## config.mk

```make
export PLATFORM = sky130hd
export DESIGN_NAME = sysarr_wavefront_ctrl
export DESIGN_NICKNAME = d
export VERILOG_FILES = /design/src/rtl/sys_arr_pkg.sv /design/src/rtl/sysarr_wavefront_mask.sv /design/src/rtl/sysarr_wavefront_ctrl.sv
export SDC_FILE = /design/constraint.sdc
export NUM_CORES = 1
export LEC_CHECK = 0
export CAP_MARGIN = 25
export CORE_ASPECT_RATIO = 1.25
export CORE_MARGIN = 8
export CORE_UTILIZATION = 40
export CTS_BUF_LIST = sky130_fd_sc_hd__clkbuf_4 sky130_fd_sc_hd__clkbuf_8
export CTS_CLUSTER_SIZE = 30
export DETAILED_ROUTE_END_ITERATION = 16
export GPL_TIMING_DRIVEN = 0
export PLACE_DENSITY = 0.68
export SYNTH_ARGS = -nofsm -noshare
export SYNTH_HDL_FRONTEND = slang
export SYNTH_SLANG_ARGS = --single-unit
```

## constraint.sdc

```tcl
create_clock -name clk -period 4.06 [get_ports clk]
set_clock_uncertainty 0.05 [all_clocks]
set_input_delay 0.609 -clock clk [delete_from_list [all_inputs] [get_ports clk]]
set_output_delay 0.609 -clock clk [all_outputs]
set_load 0.01 [all_outputs]
```

## src/rtl/sys_arr_pkg.sv

```systemverilog
// Shared types and default geometry for the systolic-array wavefront controller.
package sys_arr_pkg;

    localparam int unsigned DEF_ROWS  = 4;
    localparam int unsigned DEF_COLS  = 4;
    localparam int unsigned DEF_DEPTH = 8;

    typedef enum logic [2:0] {
        IDLE,
        LOAD,
        SHIFT,
        START,
        WAIT,
        DRAIN,
        DONE
    } state_e;

endpackage

```

## src/rtl/sysarr_wavefront_mask.sv

```systemverilog
// Diagonal wavefront mask: PE (r,c) is active at step k when 0 <= k-(r+c) < N.
module sysarr_wavefront_mask
    import sys_arr_pkg::*;
#(
    parameter int unsigned ROWS = DEF_ROWS,
    parameter int unsigned COLS = DEF_COLS,
    parameter int unsigned KW   = 4,
    parameter int unsigned NW   = 4
) (
    input  logic [KW-1:0]        k_i,
    input  logic [NW-1:0]        n_i,
    output logic [ROWS*COLS-1:0] mask_o
);

    always_comb begin
        mask_o = '0;
        for (int unsigned r = 0; r < ROWS; r++) begin
            for (int unsigned c = 0; c < COLS; c++) begin
                if ((32'(k_i) >= r + c) && (32'(k_i) - (r + c) < 32'(n_i))) begin
                    mask_o[r*COLS+c] = 1'b1;
                end
            end
        end
    end

endmodule

```

## src/rtl/sysarr_wavefront_ctrl.sv

```systemverilog
// Wavefront sequencer for a ROWS x COLS systolic array: load, step the diagonal, drain.
// Optional SYSARR_ZERO_SKIP_EN adds row_zero to suppress PE starts on all-zero rows.
module sysarr_wavefront_ctrl
    import sys_arr_pkg::*;
#(
    parameter int unsigned ROWS  = DEF_ROWS,
    parameter int unsigned COLS  = DEF_COLS,
    parameter int unsigned DEPTH = DEF_DEPTH
) (
    input  logic                       clk,
    input  logic                       nRST,
    input  logic                       start,
    input  logic                       abort,
    input  logic [$clog2(DEPTH+1)-1:0] num_inputs,
    input  logic                       input_en,
    output logic                       fifo_has_space,
    output logic [ROWS*COLS-1:0]       pe_shift,
    output logic [ROWS*COLS-1:0]       pe_start,
    input  logic                       pe_value_ready,
    output logic [ROWS-1:0]            in_fifo_shift,
`ifdef SYSARR_ZERO_SKIP_EN
    input  logic [ROWS-1:0]            row_zero,
`endif
    input  logic [COLS-1:0]            acc_end_flags,
    input  logic [COLS-1:0]            add_value_ready,
    output logic [COLS-1:0]            add_start,
    output logic [COLS-1:0]            ps_fifo_shift,
    output logic                       busy,
    output logic                       drained,
    output logic                       done
);

    localparam int unsigned NW = $clog2(DEPTH + 1);
    localparam int unsigned KW = $clog2(DEPTH + ROWS + COLS);
    localparam int unsigned PE = ROWS * COLS;

    state_e            state_q, state_d;
    logic [NW-1:0]     n_q, n_d;
    logic [NW-1:0]     l_q, l_d;
    logic [KW-1:0]     k_q, k_d;
    logic [COLS-1:0]   col_done_q, col_done_d;
    logic [COLS-1:0]   add_start_q, add_start_d;
    logic [PE-1:0]     mask;
    logic [PE-1:0]     start_mask;
    logic [KW-1:0]     k_last;
    logic              skip_wait;

    sysarr_wavefront_mask #(
        .ROWS (ROWS),
        .COLS (COLS),
        .KW   (KW),
        .NW   (NW)
    ) u_mask (
        .k_i    (k_q),
        .n_i    (n_q),
        .mask_o (mask)
    );

    assign k_last = KW'(n_q) + KW'(ROWS + COLS - 3);

    // Rows flagged zero still pop their FIFO but their PEs are not started.
`ifdef SYSARR_ZERO_SKIP_EN
    logic [ROWS-1:0] row_active;
    always_comb begin
        start_mask = mask;
        row_active = '0;
        for (int unsigned r = 0; r < ROWS; r++) begin
            row_active[r] = |mask[r*COLS +: COLS];
            if (row_zero[r]) begin
                start_mask[r*COLS +: COLS] = '0;
            end
        end
        skip_wait = ((row_active & ~row_zero) == '0);
    end
`else
    assign start_mask = mask;
    assign skip_wait  = 1'b0;
`endif

    // Next-state and datapath register update.
    always_comb begin
        state_d     = state_q;
        n_d         = n_q;
        l_d         = l_q;
        k_d         = k_q;
        col_done_d  = col_done_q | acc_end_flags;
        add_start_d = acc_end_flags;
        case (state_q)
            IDLE: begin
                if (start) begin
                    n_d = (num_inputs > NW'(DEPTH)) ? NW'(DEPTH) : num_inputs;
                    l_d = '0;
                    k_d = '0;
                    if (n_d == '0) begin
                        state_d = DONE;
                    end else begin
                        state_d    = LOAD;
                        col_done_d = '0;
                    end
                end
            end
            LOAD: begin
                if (l_q == n_q) begin
                    state_d = SHIFT;
                end else if (input_en) begin
                    l_d = NW'(l_q + 1'b1);
                end
            end
            SHIFT: state_d = START;
            START: begin
                if (!skip_wait) begin
                    state_d = WAIT;
                end else if (k_q < k_last) begin
                    k_d     = KW'(k_q + 1'b1);
                    state_d = SHIFT;
                end else begin
                    state_d = DRAIN;
                end
            end
            WAIT: begin
                if (pe_value_ready) begin
                    if (k_q < k_last) begin
                        k_d     = KW'(k_q + 1'b1);
                        state_d = SHIFT;
                    end else begin
                        state_d = DRAIN;
                    end
                end
            end
            DRAIN: begin
                if (&(col_done_q | acc_end_flags)) begin
                    state_d = DONE;
                end
            end
            DONE:    state_d = IDLE;
            default: state_d = IDLE;
        endcase
        if (abort) begin
            state_d     = IDLE;
            l_d         = '0;
            k_d         = '0;
            col_done_d  = '0;
            add_start_d = '0;
        end
    end

    always_ff @(posedge clk or negedge nRST) begin
        if (!nRST) begin
            state_q     <= IDLE;
            n_q         <= '0;
            l_q         <= '0;
            k_q         <= '0;
            col_done_q  <= '0;
            add_start_q <= '0;
        end else begin
            state_q     <= state_d;
            n_q         <= n_d;
            l_q         <= l_d;
            k_q         <= k_d;
            col_done_q  <= col_done_d;
            add_start_q <= add_start_d;
        end
    end

    // Moore outputs decoded from the registered state.
    always_comb begin
        in_fifo_shift = '0;
        for (int unsigned r = 0; r < ROWS; r++) begin
            in_fifo_shift[r] = (state_q == START) && mask[r*COLS];
        end
    end

    assign fifo_has_space = (state_q == LOAD) && (l_q < n_q);
    assign pe_shift       = (state_q == SHIFT) ? mask : '0;
    assign pe_start       = (state_q == START) ? start_mask : '0;
    assign add_start      = add_start_q;
    assign ps_fifo_shift  = add_value_ready;
    assign busy           = (state_q != IDLE);
    assign done           = (state_q == DONE);
    assign drained        = !((state_q == SHIFT) || (state_q == START) || (state_q == WAIT))
                            || (mask == '0);

endmodule

```

### Word-level counts from Yosys, hierarchy flattened

Cells that the tools add are included.

| cells by class | value |
|---|---|
| add/subtract/negate cells | 9 |
| magnitude comparators | 16 |
| equal/unequal tests | 14 |
| muxes and demuxes | 32 |
| bitwise operators | 1 |
| reduce and logical (&&, ||, !) cells | 26 |

Operator list:

| kind | count |
|---|---|
| $lt A32 B4 Y1 | 6 |
| $mux W4 | 13 |
| $mux W16 | 2 |
| $mux W3 | 7 |
| $ne A3 B3 Y1 const B | 7 |
| $pmux W3 S6 | 1 |
| $logic_not A16 Y1 | 1 |
| $pmux W4 S2 | 2 |
| $reduce_and A4 Y1 | 4 |
| $sub A4 B3 Y5 const B | 3 |
| $ge A4 B3 Y1 const B | 3 |
| $lt A4 B4 Y1 | 3 |
| $logic_and A1 B1 Y1 | 11 |
| $sub A4 B2 Y5 const B | 2 |
| $eq A3 B3 Y1 const B | 3 |
| $reduce_bool A3 Y1 | 3 |
| $add A4 B1 Y4 const B | 2 |
| $ge A4 B2 Y1 const B | 2 |
| $mux W1 | 7 |
| $eq A3 B2 Y1 const B | 2 |
| $sub A4 B1 Y5 const B | 1 |
| $add A4 B3 Y4 const B | 1 |
| $eq A4 B4 Y1 | 1 |
| $ge A4 B1 Y1 const B | 1 |
| other kinds (8) | 10 |

| word-level totals | value |
|---|---|
| flip-flop bits (word level) | 23 |
| bits of input ports | 18 |
| word-level logic and storage cells | 104 |

### Logic depth before layout (Yosys ltp)

| depth | value |
|---|---|
| word-level depth | 7 |
| gate-level depth with buffers | 11 |
| gate-level depth less buffers | 10 |

### Cells and area by module

Synthesis repeated with hierarchy kept, for this count alone.

| unflattened totals | value |
|---|---|
| cells, all modules | 299 |
| area, all modules | 2,531.2 um2 |

By module, submodules not included:

| module | instances | cells an instance | area each (um2) |
|---|---|---|---|
| sysarr_wavefront_ctrl | 1 | 195 | 1,692.9 |
| sysarr_wavefront_mask | 1 | 104 | 838.3 |

### Worst setup path before layout

Ideal clock, no wire load.

| timing path | value |
|---|---|
| kind | register to output |
| start point | reg k_q[2] |
| end point | out drained |
| data arrival time | 2.317 ns |
| slack | 1.084 ns |
| stages on the path, launching flop included | 9 |
| path buffers | 0 |
| cell sequence | dfrtp_1 -> inv_1 -> ha_1 -> ha_1 -> a21oi_1 -> o21ai_1 -> a2111o_1 -> and4_1 -> a41o_1 |

| on the way | value |
|---|---|
| word-level cells in the longest chain between the ends | 6 |

Ends and longest elaborated chain:

| element | RTL line | RTL |
|---|---|---|
| from (decl) | sysarr_wavefront_ctrl.sv:40 | `logic [KW-1:0] k_q, k_d;` |
| from (signal assigned) | sysarr_wavefront_ctrl.sv:159 | `k_q <= k_d;` |
| $sub A4 B1 Y5, or another cell as far along | sysarr_wavefront_mask.sv:19 | `if ((32'(k_i) >= r + c) && (32'(k_i) - (r + c) < 32'(n_i))) begin` |
| $lt A32 B4 Y1 | sysarr_wavefront_mask.sv:19 |  |
| $logic_and A1 B1 Y1 | sysarr_wavefront_mask.sv:19 |  |
| $mux W1 | sysarr_wavefront_mask.sv:19 |  |
| $logic_not A16 Y1 (*) | sysarr_wavefront_ctrl.sv:181 | `\|\| (mask == '0);` |
| $logic_or A1 B1 Y1 (*) | sysarr_wavefront_ctrl.sv:181 |  |
| to (decl) | sysarr_wavefront_ctrl.sv:29 | `output logic drained,` |

Every way passes the cells marked *; elsewhere a longest branch is shown, timed or not.

### Final worst setup path

| timing path | value |
|---|---|
| start point | reg k_q[1] |
| end point | out drained |

Same word-level chain as after synthesis.

==> reports/qor.csv <==
metric,value,unit
WP buf/inv,3,
GP Congestion,0.861,
"Seq/Total Area, Yosys",0.234,
Required @ worst endpoint,3.40,ns
main combinational cell family by area after synthesis,simple AND/OR/NAND/NOR gates,
"EDFF count, synth",0,
first-pass GRT wire length,10300,microns
Compound-Gate Fraction of Synth Area,0.169,
final core occ,0.538,
PortBufs,60,
Iter 0 DRT Violations,78,
crit path DAT,3.20,ns
Final min period,3.86,ns
Syn Area/Cell,8.47,sq um
MaxCap Viol Count,0,
Worst Setup Path Type,flop to primary output,
CTS sink cnt,23,
Syn. warnings,0,
Clock Root Buffer,clkbuf_8,
Total Wirelength,6330,microns
Worst-Skew Late Latency,0.26,ns
mux contribution to synthesized area,0.0219,
Reg area,578,sq um
post-synthesis adder-cell area fraction,0.209,
syn nets,349,
#FFs+latches synth,23,
most common cell in the netlist,ha_1,
slowest CP cell,clkdlybuf4s50_1,
clock buffer count from CTS,3,
die height,104,microns
power per cell area,346,mW/mm^2
post-DP HPWL,5260,microns
Max-Slew Margin vs Limit,0.525,
Max H-tree Level,1,
worst hold path type,flop to flop,
setup tns final,0,ns
DR WL/cell,14.3,microns
Crit. End Element,primary output,
area post-placement,0.00318,sq mm
largest cells by area after synthesis,"dfrtp_1, ha_1, buf_4",
Worst setup SP type,flop,
Initial Util,0.406,
remaining antenna violation count,0,
Synth top cells by count,"ha_1, nor2_1, buf_4, dfrtp_1, nand2_1",
Tightest Pin Transition,0.709,ns
leakage,0.00140,uW
number of global-route vias before repair,2229,
"area leader, netlist",dfrtp_1,
"Clk pin slew, worst setup/hold paths",0.08,ns
Post-Synth Simple-Gate Area,0.212,
GRT Total Usage,0.139,
I/O pins,66,
Via Count,2218,
"Design Area, Final",0.00325,sq mm
result of the run,"complete, no violations",
Crit Path Max Fanout,8,
final worst-path cycle share,0.951,
Area Overhead vs Synth,32.5,%
core footprint,0.00605,sq mm
Main synth FF type,dfrtp_1,
CTS tree,yes,
Power Total,1130,uW
mapped cell area,0.00246,sq mm
Pre-Repair DR Iteration Count,4,
Ant. Diodes,0,
layout cell share with drive strength beyond 1,0.137,
DR DRC count,0,
"delay-heaviest family, CP",buffers and inverters,
vias per inst,5.02,
Cell variety after synth,52,
fmax,0.259,GHz
largest net degree at the start of global routing,14,
CP max stage delay,0.49,ns
Multi-input gate area,0.00158,sq mm
Die W,86.1,microns
final setup fails,0,
Nets,417,
"Slew Viols, Final",0,
initial antenna violation count,0,
WHS,0.447,ns
CP cell instances,"inv_1, ha_1, xnor2_2, inv_1, ha_1, a21o_1, a31oi_1, o211ai_1, and4_1, a41o_1, clkdlybuf4s50_1",
CTS Buffer Depth,2,
Synth Instances,290,
"FFs w/ async S/R, synth",1.00,
die area,0.00892,sq mm
final hold vios,0,
area share of xor/xnor cells in the synthesized design,0.0285,
Synth top area share,0.234,
fill count,582,
maximum vdd ir drop,0.283,mV
total grt overflow,0,
# rows,32,
## metrics by stage
stage                     setup slack (ns)  cells
after global placement               0.330    435
after detailed placement             0.283    436
after global routing              -0.00631    442
after CTS                           0.0870    440
after floorplan                       1.08    290
final                                0.200    442
## registers in the layout, summed over array words and instances, names as in the netlist
signal and flops:
state_q 3, add_start 4, l_q 4, col_done_q 4, k_q 4, n_q 4
## metal layers
| metal | GRT usage | part of all wire | vias to the layer above |
|---|---|---|---|
| met3 | 0.0182 | 0.055 | 12 |
| met2 | 0.263 | 0.51 | 61 |
| met5 | 0 | 0 | - |
| met4 | 0.0641 | 0.031 | 0 |
| met1 | 0.144 | 0.41 | 1018 |
| li1 | - | - | 1127 |
## power by group
group / leakage [uW] / switching, uW / total (uW) / internal [uW]
registers: 0.000303 / 36.7 / 305 / 268
logic: 0.00107 / 389 / 680 / 291
clock network: 0.0000255 / 72.5 / 141 / 68.3
## worst paths after layout
check,startpoint,to,slack (ns),cells after the start
setup / recovery,k_q[1]$_DFFE_PN0P_,drained,0.20,11
hold / removal,col_done_q[2]$_DFF_PN0_,col_done_q[2]$_DFF_PN0_,0.45,2
setup reg to reg,n_q[3]$_DFFE_PN0P_,state_q[1]$_DFFE_PN0P_,1.50,8
hold reg to reg,col_done_q[2]$_DFF_PN0_,col_done_q[2]$_DFF_PN0_,0.45,2
max in group asynchronous,nRST,l_q[0]$_DFFE_PN0P_,2.78,2
min in group asynchronous,nRST,add_start[0]$_DFF_PN0_,0.68,1
## area by class of cell
type | count | area share
Buffer | 35 | 0.0738
Clock buffer | 3 | 0.0127
Clock inverter | 1 | 0.00154
Inverter | 18 | 0.0219
Multi-Input combinational cell | 214 | 0.486
Sequential cell | 23 | 0.178
Tap cell | 85 | 0.0327
Timing Repair Buffer | 63 | 0.194
## worst reg2reg max path, cell delays in order, from the launching register on
cell	delay, ns
dfrtp_1	0.36
inv_1	0.35
xnor2_1	0.19
ha_1	0.27
nor2_1	0.09
a211oi_1	0.61
mux2_2	0.28
o21ai_0	0.06
nor4b_2	0.18
## cells in the final DEF, fill, tap and decap left out, types with 3 or more instances in the layout
cell type,count
clkdlybuf4s50_1,60
ha_1,41
nor2_1,33
buf_4,28
nand2_1,21
dfrtp_1,21
inv_1,17
a21oi_1,15
o21ai_0,12
nor2b_1,10
nand3_1,8
xnor2_1,6
a21o_1,4
nand2b_1,4
buf_2,3
nor3_1,3
clkbuf_1,3
a21boi_0,3
a211oi_1,3
a221o_1,3
o211ai_1,3
nand3b_1,3
nand4_1,3
mux2_2,3
clkbuf_8,3
## logic make-up after synthesis
kind of cell               after synthesis
DFF                                     23
and+or+nand+nor                        100
adders and majority gates               41
muxes                                    5
buffers and inverters                   53
xor gates and xnor gates                 8
AOI/OAI and AO/OA                       60
## what timing repair did
item,4_1_cts,5_1_grt
hold buffers,0,0
endpoints found under the setup margin,1,4
pin swaps,0,0
gates resized for setup,1,3
cloned,0,0
setup buffers,0,2
Power figures use the tool's default switching activity.
